<file path="src/rtl/shifter_pkg.sv">
// Shared op-code enum and decode helpers for the pipelined shifter.
// Rotate support is compiled in only when SHIFTER_ROTATE_EN is defined.
package shifter_pkg;

    typedef enum logic [2:0] {
        SH_SRL = 3'b000,
        SH_SRA = 3'b001,
        SH_SLL = 3'b010,
        SH_SLA = 3'b011,
        SH_ROR = 3'b100,
        SH_ROL = 3'b101
    } shop_e;

    // Left ops run through the right-shift datapath on bit-reversed operands.
    function automatic logic is_left(shop_e op);
        return (op == SH_SLL) || (op == SH_SLA) || (op == SH_ROL);
    endfunction

    function automatic logic is_legal(shop_e op);
`ifdef SHIFTER_ROTATE_EN
        return (op[2] == 1'b0) || (op == SH_ROR) || (op == SH_ROL);
`else
        return op[2] == 1'b0;
`endif
    endfunction

endpackage

</file>
<file path="src/rtl/shifter_stage.sv">
// One pipeline stage: LAYERS right-shift/rotate mux layers, then the valid/data/op/amt register.
// Rotate wrap-around exists only when SHIFTER_ROTATE_EN is defined.
module shifter_stage
    import shifter_pkg::*;
#(
    parameter int unsigned WIDTH  = 32,
    parameter int unsigned SHW    = 5,
    parameter int unsigned LAYERS = 1,
    parameter int unsigned BASE   = 0
) (
    input  logic             i_clk,
    input  logic             i_rst_n,
    input  logic             i_valid,
    output logic             o_ready,
    input  logic [WIDTH-1:0] i_data,
    input  logic [SHW-1:0]   i_amt,
    input  shop_e            i_op,
    output logic             o_valid,
    input  logic             i_ready,
    output logic [WIDTH-1:0] o_data,
    output logic [SHW-1:0]   o_amt,
    output shop_e            o_op
);

    logic             valid_q;
    logic [WIDTH-1:0] data_q;
    logic [SHW-1:0]   amt_q;
    shop_e            op_q;
    logic             fill;
    logic [WIDTH-1:0] layer [LAYERS+1];

    // SRA keeps the sign in the MSB through every layer, so it can be re-read here.
    assign fill     = (i_op == SH_SRA) && i_data[WIDTH-1];
    assign layer[0] = i_data;

`ifdef SHIFTER_ROTATE_EN
    logic rot;
    assign rot = (i_op == SH_ROR) || (i_op == SH_ROL);
`endif

    for (genvar j = 0; j < LAYERS; j++) begin : g_layer
        localparam int unsigned SH = 1 << (BASE + j);
        logic [SH-1:0] wrap;
`ifdef SHIFTER_ROTATE_EN
        assign wrap = rot ? layer[j][SH-1:0] : {SH{fill}};
`else
        assign wrap = {SH{fill}};
`endif
        assign layer[j+1] = i_amt[j] ? {wrap, layer[j][WIDTH-1:SH]} : layer[j];
    end

    assign o_ready = !valid_q || i_ready;

    always_ff @(posedge i_clk or negedge i_rst_n) begin
        if (!i_rst_n) begin
            valid_q <= 1'b0;
            data_q  <= '0;
            amt_q   <= '0;
            op_q    <= SH_SRL;
        end else if (o_ready) begin
            valid_q <= i_valid;
            data_q  <= layer[LAYERS];
            amt_q   <= i_amt >> LAYERS;
            op_q    <= i_op;
        end
    end

    assign o_valid = valid_q;
    assign o_data  = data_q;
    assign o_amt   = amt_q;
    assign o_op    = op_q;

endmodule

</file>
<file path="src/rtl/pipelined_barrel_shifter.sv">
// Pipelined shift/rotate unit with valid/ready handshake; REG_EVERY mux layers per stage.
// Define SHIFTER_ROTATE_EN to enable ROR/ROL.
module pipelined_barrel_shifter
    import shifter_pkg::*;
#(
    parameter int unsigned WIDTH     = 32,
    parameter int unsigned REG_EVERY = 1,
    localparam int unsigned SHW      = $clog2(WIDTH)
) (
    input  logic             i_clk,
    input  logic             i_rst_n,
    input  logic             i_valid,
    output logic             o_ready,
    input  logic [WIDTH-1:0] i_data,
    input  logic [SHW-1:0]   i_amt,
    input  logic [2:0]       i_op,
    output logic             o_valid,
    input  logic             i_ready,
    output logic [WIDTH-1:0] o_data,
    output logic             o_illegal
);

    localparam int unsigned LAT = (SHW + REG_EVERY - 1) / REG_EVERY;

    logic [LAT:0]     vld;
    logic [LAT:0]     rdy;
    logic [WIDTH-1:0] data [LAT+1];
    logic [SHW-1:0]   amt  [LAT+1];
    shop_e            op   [LAT+1];

    shop_e            in_op;
    shop_e            out_op;
    logic [WIDTH-1:0] in_rev;
    logic [WIDTH-1:0] out_rev;
    logic [WIDTH-1:0] result;

    assign in_op = shop_e'(i_op);

    for (genvar b = 0; b < WIDTH; b++) begin : g_rev
        assign in_rev[b]  = i_data[WIDTH-1-b];
        assign out_rev[b] = data[LAT][WIDTH-1-b];
    end

    assign vld[0]   = i_valid;
    assign data[0]  = is_left(in_op) ? in_rev : i_data;
    assign amt[0]   = i_amt;
    assign op[0]    = in_op;
    assign rdy[LAT] = i_ready;
    assign o_ready  = rdy[0];

    for (genvar k = 0; k < LAT; k++) begin : g_stage
        localparam int unsigned BASE   = k * REG_EVERY;
        // The last stage takes whatever layers remain when SHW is not a multiple of REG_EVERY.
        localparam int unsigned LAYERS = (SHW - BASE < REG_EVERY) ? (SHW - BASE) : REG_EVERY;

        shifter_stage #(
            .WIDTH  (WIDTH),
            .SHW    (SHW),
            .LAYERS (LAYERS),
            .BASE   (BASE)
        ) u_stage (
            .i_clk   (i_clk),
            .i_rst_n (i_rst_n),
            .i_valid (vld[k]),
            .o_ready (rdy[k]),
            .i_data  (data[k]),
            .i_amt   (amt[k]),
            .i_op    (op[k]),
            .o_valid (vld[k+1]),
            .i_ready (rdy[k+1]),
            .o_data  (data[k+1]),
            .o_amt   (amt[k+1]),
            .o_op    (op[k+1])
        );
    end

    assign out_op    = op[LAT];
    assign result    = is_left(out_op) ? out_rev : data[LAT];
    assign o_valid   = vld[LAT];
    assign o_data    = (o_valid && is_legal(out_op)) ? result : '0;
    assign o_illegal = o_valid && !is_legal(out_op);

endmodule

</file>
<file path="config.mk">
export PLATFORM = sky130hd
export DESIGN_NAME = pipelined_barrel_shifter
export DESIGN_NICKNAME = d
export VERILOG_FILES = /design/src/rtl/shifter_pkg.sv /design/src/rtl/shifter_stage.sv /design/src/rtl/pipelined_barrel_shifter.sv
export SDC_FILE = /design/constraint.sdc
export NUM_CORES = 1
export LEC_CHECK = 0
export CORE_MARGIN = 1
export CORE_UTILIZATION = 59
export DETAILED_ROUTE_END_ITERATION = 10
export PLACE_DENSITY = 0.84
export SLEW_MARGIN = 40
export SYNTH_ARGS = -nofsm -noshare
export SYNTH_HDL_FRONTEND = slang
export SYNTH_SLANG_ARGS = --single-unit
</file>
<file path="constraint.sdc">
create_clock -name i_clk -period 2.1 [get_ports i_clk]
set_input_delay 0.42 -clock i_clk [delete_from_list [all_inputs] [get_ports i_clk]]
set_output_delay 0.42 -clock i_clk [all_outputs]
set_load 0.03 [all_outputs]
</file>
==> key figures <==
Floorplanning
  • Die area: between 15000 and 20000 um2
  • Die Width: around 130 um
  • Initial core utilization: approximately 61%
  • FP Rows: 47
  • CORE AREA: around 17000 um2
  • Height of the chip: around 130 um
  • IO Pins: just under 80

Layout
  • Area grow syn2layout: 16.8%
  • Fin nets: between 1000 and 1500
  • Share of cells above drive strength 1: roughly 14%
  • Fill count: 1186
  • Inserted Diodes: 0
  • Fin util: ~71%
  • Design area: 11800 um2

Run status
  • Failing checks: setup timing
  • Status: finished with violations

Synthesis
  • Synth top area cells: dfrtp_1 47%, mux2i_1 13%, nand2_1 7.4%, a21oi_1 5.8%, o21ai_0 5.3%
  • Synth top area share: between 40% and 50%
  • Seq cells post-synth: 190
  • Post-synthesis async set-or-reset flop share: 100%
  • Synth area leader: dfrtp_1
  • Main flop type after synthesis: dfrtp_1
  • Post-synthesis compound-gate area fraction: between 10% and 20%
  • Most frequent cell after synthesis: nand2_1
  • Post-synthesis cell count: 1079
  • Mux cell area share after synthesis: between 10% and 20%
  • Post-Synth Adder-Cell Area: 0%
  • EDFF count, synth: 0
  • Sequential fraction of the synthesis area: ~47%
  • Simple-Gate Fraction of Synth Area: around 16%
  • Mean cell area of the mapped netlist: between 9 and 10 um2
  • Netlist cell types: between 40 and 50
  • Largest family of logic cells by synthesized area: multiplexers
  • Synth cell count leaders: 201 x nand2_1, 190 x dfrtp_1, 136 x mux2i_1
  • Total nets after synthesis: ~1100
  • Synth warn: 0
  • Mapped cell area: around 10000 um2
  • XOR/XNOR share of the synthesized area: 0%

Worst setup path
  • Worst reg2reg path depth: 4
  • Crit Path Max Fanout: 16
  • Crit. End Element: output pin
  • FF-to-FF Start: g_stage[3].u_stage.o_op[1]$_DFFE_PN0P_
  • CP arrival: approximately 1800 ps
  • Slowest stage delay, CP: around 430 ps
  • Kind of critical path: flip-flop to output pin
  • Startpoint Class: flip-flop
  • CP Buf/Inv Count: 2
  • CP max-delay cell: dfrtp_1
  • CP required: around 1700 ps
  • Reg-to-reg slack, setup: 350 ps
  • Crit-path leading delay family: flip-flops
  • Crit-path cells: nand3b_1, o21a_2, clkbuf_16, nand2_1, a21oi_1, buf_4
  • FF-to-FF End: g_stage[4].u_stage.o_data[18]$_DFFE_PN0P_

Routing
  • Final WL: around 23 mm
  • DR iter-0 viols: 440
  • DRC: 0
  • Avg WL per Cell: about 17 um
  • Vias after detailed routing: 8010
  • Initial DRT Pass Iterations: 5
  • Antenna Violating Nets Remaining: 0
  • Vias per std cell: between 5 and 6

Run
  • Max-cap check violation count: 0

STA
  • FMAX: roughly 440 MHz
  • Slew Limit Fails: 0
  • Count of final setup violators: 32
  • Slew margin rel.: ~63%
  • Final hold slack: between 400 and 500 ps
  • Worst slew pin tran: around 550 ps
  • Final worst-path cycle share: 108%
  • Final hold vios: 0
  • Post-route minimum period: 2260 ps
  • Final WS setup: -162 ps
  • Clock Skew: between 6 and 7 ps
  • RSZ-0062 raised after global routing: yes

Clock tree
  • Clock root buffer: clkbuf_16
  • Num CTS Buffers: 17
  • Clock Latency Late Sink: roughly 430 ps
  • CTS HTree Levels: 4
  • Reg clk slew, reported paths: roughly 70 ps
  • CTS tree: built
  • Clock Path Buffers: 2
  • CTS Sinks: 190

GRT
  • Largest net degree at the start of global routing: 67
  • Global-route wire length before repair: roughly 38 mm
  • Vias in the first global route: 7657
  • Initial antenna violation count: 0
  • Total gr overflow: 0
  • Total GRT Usage: a little over a quarter

Placed design
  • Routability cong.: 0.858
  • I/O Buffers: 78
  • Post-DP HPWL: 15.9 mm
  • DP Area: between 10000 and 15000 um2

Worst hold path
  • Hold Crit Class: input port to asynchronous set/reset pin

Power
  • Combinational power share: between 30% and 40%
  • Power Density: around 1200 nW/um2
  • Switching power of the nets: around 5 mW
  • P_int: around 8.6 mW
  • Clock network power share: approximately 23%
  • Switch share: about 37%
  • Worst IR Drop VDD: between 0.7 and 0.8 mV
  • Sequential share of power: 42.5%
  • P_leak: 5.24 nW
==> final cells by class <==
class	count	area (um2)	share of cell area, %
well taps	220	275	2.32
clock inverters	9	110	0.930
flip-flops and latches	190	4760	40.2
repair buffers	123	1240	10.5
clock buffers	22	464	3.92
multi-input cells	783	4940	41.7
inverters	15	56.3	0.475
==> power by group through the flow <==
| stage | sequential, mW | clock [mW] | combinational [mW] |
|---|---|---|---|
| global route | 5.95 | 3.33 | 5.16 |
| finish | 5.79 | 3.15 | 4.69 |
| CTS | 5.79 | 3.17 | 4.61 |
| detailed placement | 5.84 | 0 | 4.54 |
| floorplan | 5.48 | 0 | 3.22 |
| global placement | 5.77 | 0 | 4.40 |
==> routing by layer <==
metal / wire length, um / track usage [%] / vias up
met4: 461 / 9.71 / 0
met1: 9850 / 36.0 / 3883
met3: 846 / 3.52 / 36
li1: - / - / 3868
met2: 11600 / 45.8 / 223
met5: 0 / 0 / -
==> placed cells by master, fill, tap and decap left out, drive strengths merged, types with 3 or more instances in the layout <==
cell	n
nand3	3
a31oi	3
a21oi	118
clkbuf	23
nand2	201
clkinv	6
dfrtp	190
buf	78
nand2b	4
clkdlybuf4s50	41
mux4	4
a211oi	6
mux2	32
o2bb2ai	4
nor2b	23
inv	13
a21o	3
nor3b	8
o21ai	108
mux2i	136
clkinvlp	3
nor2	68
a221o	22
and2	3
nor4bb	22
==> metrics by stage <==
stage	TNS, ps	total power, mW	cells	worst slack [ps]
finish	-4120	13.6	1362	-162
global route	-6590	14.4	1362	-224
CTS	-3120	13.6	1361	-138
detailed placement	-1600	10.4	1328	-204
global placement	-598	10.2	1328	-186
floorplan	0	8.69	1079	14.2
==> worst max-delay path by stage <==
stage,start,end,slack (ps),cells after the start
floorplan,g_stage[4].u_stage.o_valid$_DFFE_PN0P_,o_ready,10,5
global placement,i_op[2],g_stage[0].u_stage.o_data[28]$_DFFE_PN0P_,-190,7
detailed placement,i_op[2],g_stage[0].u_stage.o_data[28]$_DFFE_PN0P_,-200,7
CTS,g_stage[4].u_stage.o_op[2]$_DFFE_PN0P_,o_data[7],-140,6
global route,g_stage[4].u_stage.o_op[2]$_DFFE_PN0P_,o_data[15],-220,6
finish,g_stage[4].u_stage.o_op[2]$_DFFE_PN0P_,o_data[6],-160,6
==> cell families (layout without fill, tap and decap cells) <==
logic type,after synthesis,count (layout)
DFF,190,190
and+or+nand+nor,342,342
AOI/OAI and AO/OA,269,269
buffers and inverters,106,169
muxes,172,172
==> repair_timing <==
item | in CTS | in global routing
endpoints found under the setup margin | 34 | 33
pin swaps | 1 | 0
hold buffers | 1 | 0
endpoints found under the hold margin | 34 | 0
buffers inserted | 1 | 0
cloned | 0 | 1
resized for setup | 4 | 2
==> state kept, by name (all words and copies together) (netlist names) <==
register	count
g_stage.u_stage.o_op	15
g_stage.u_stage.o_data	160
g_stage.u_stage.o_amt	10
g_stage.u_stage.o_valid	5
==> worst reg2reg max path, cell delays in order (launching register included) <==
cell	delay [ps]
dfrtp_1	400
nor3b_1	380
and3_1	580
a21oi_1	150
o21ai_0	170
No activity file was read; power rests on OpenSTA's default activity.
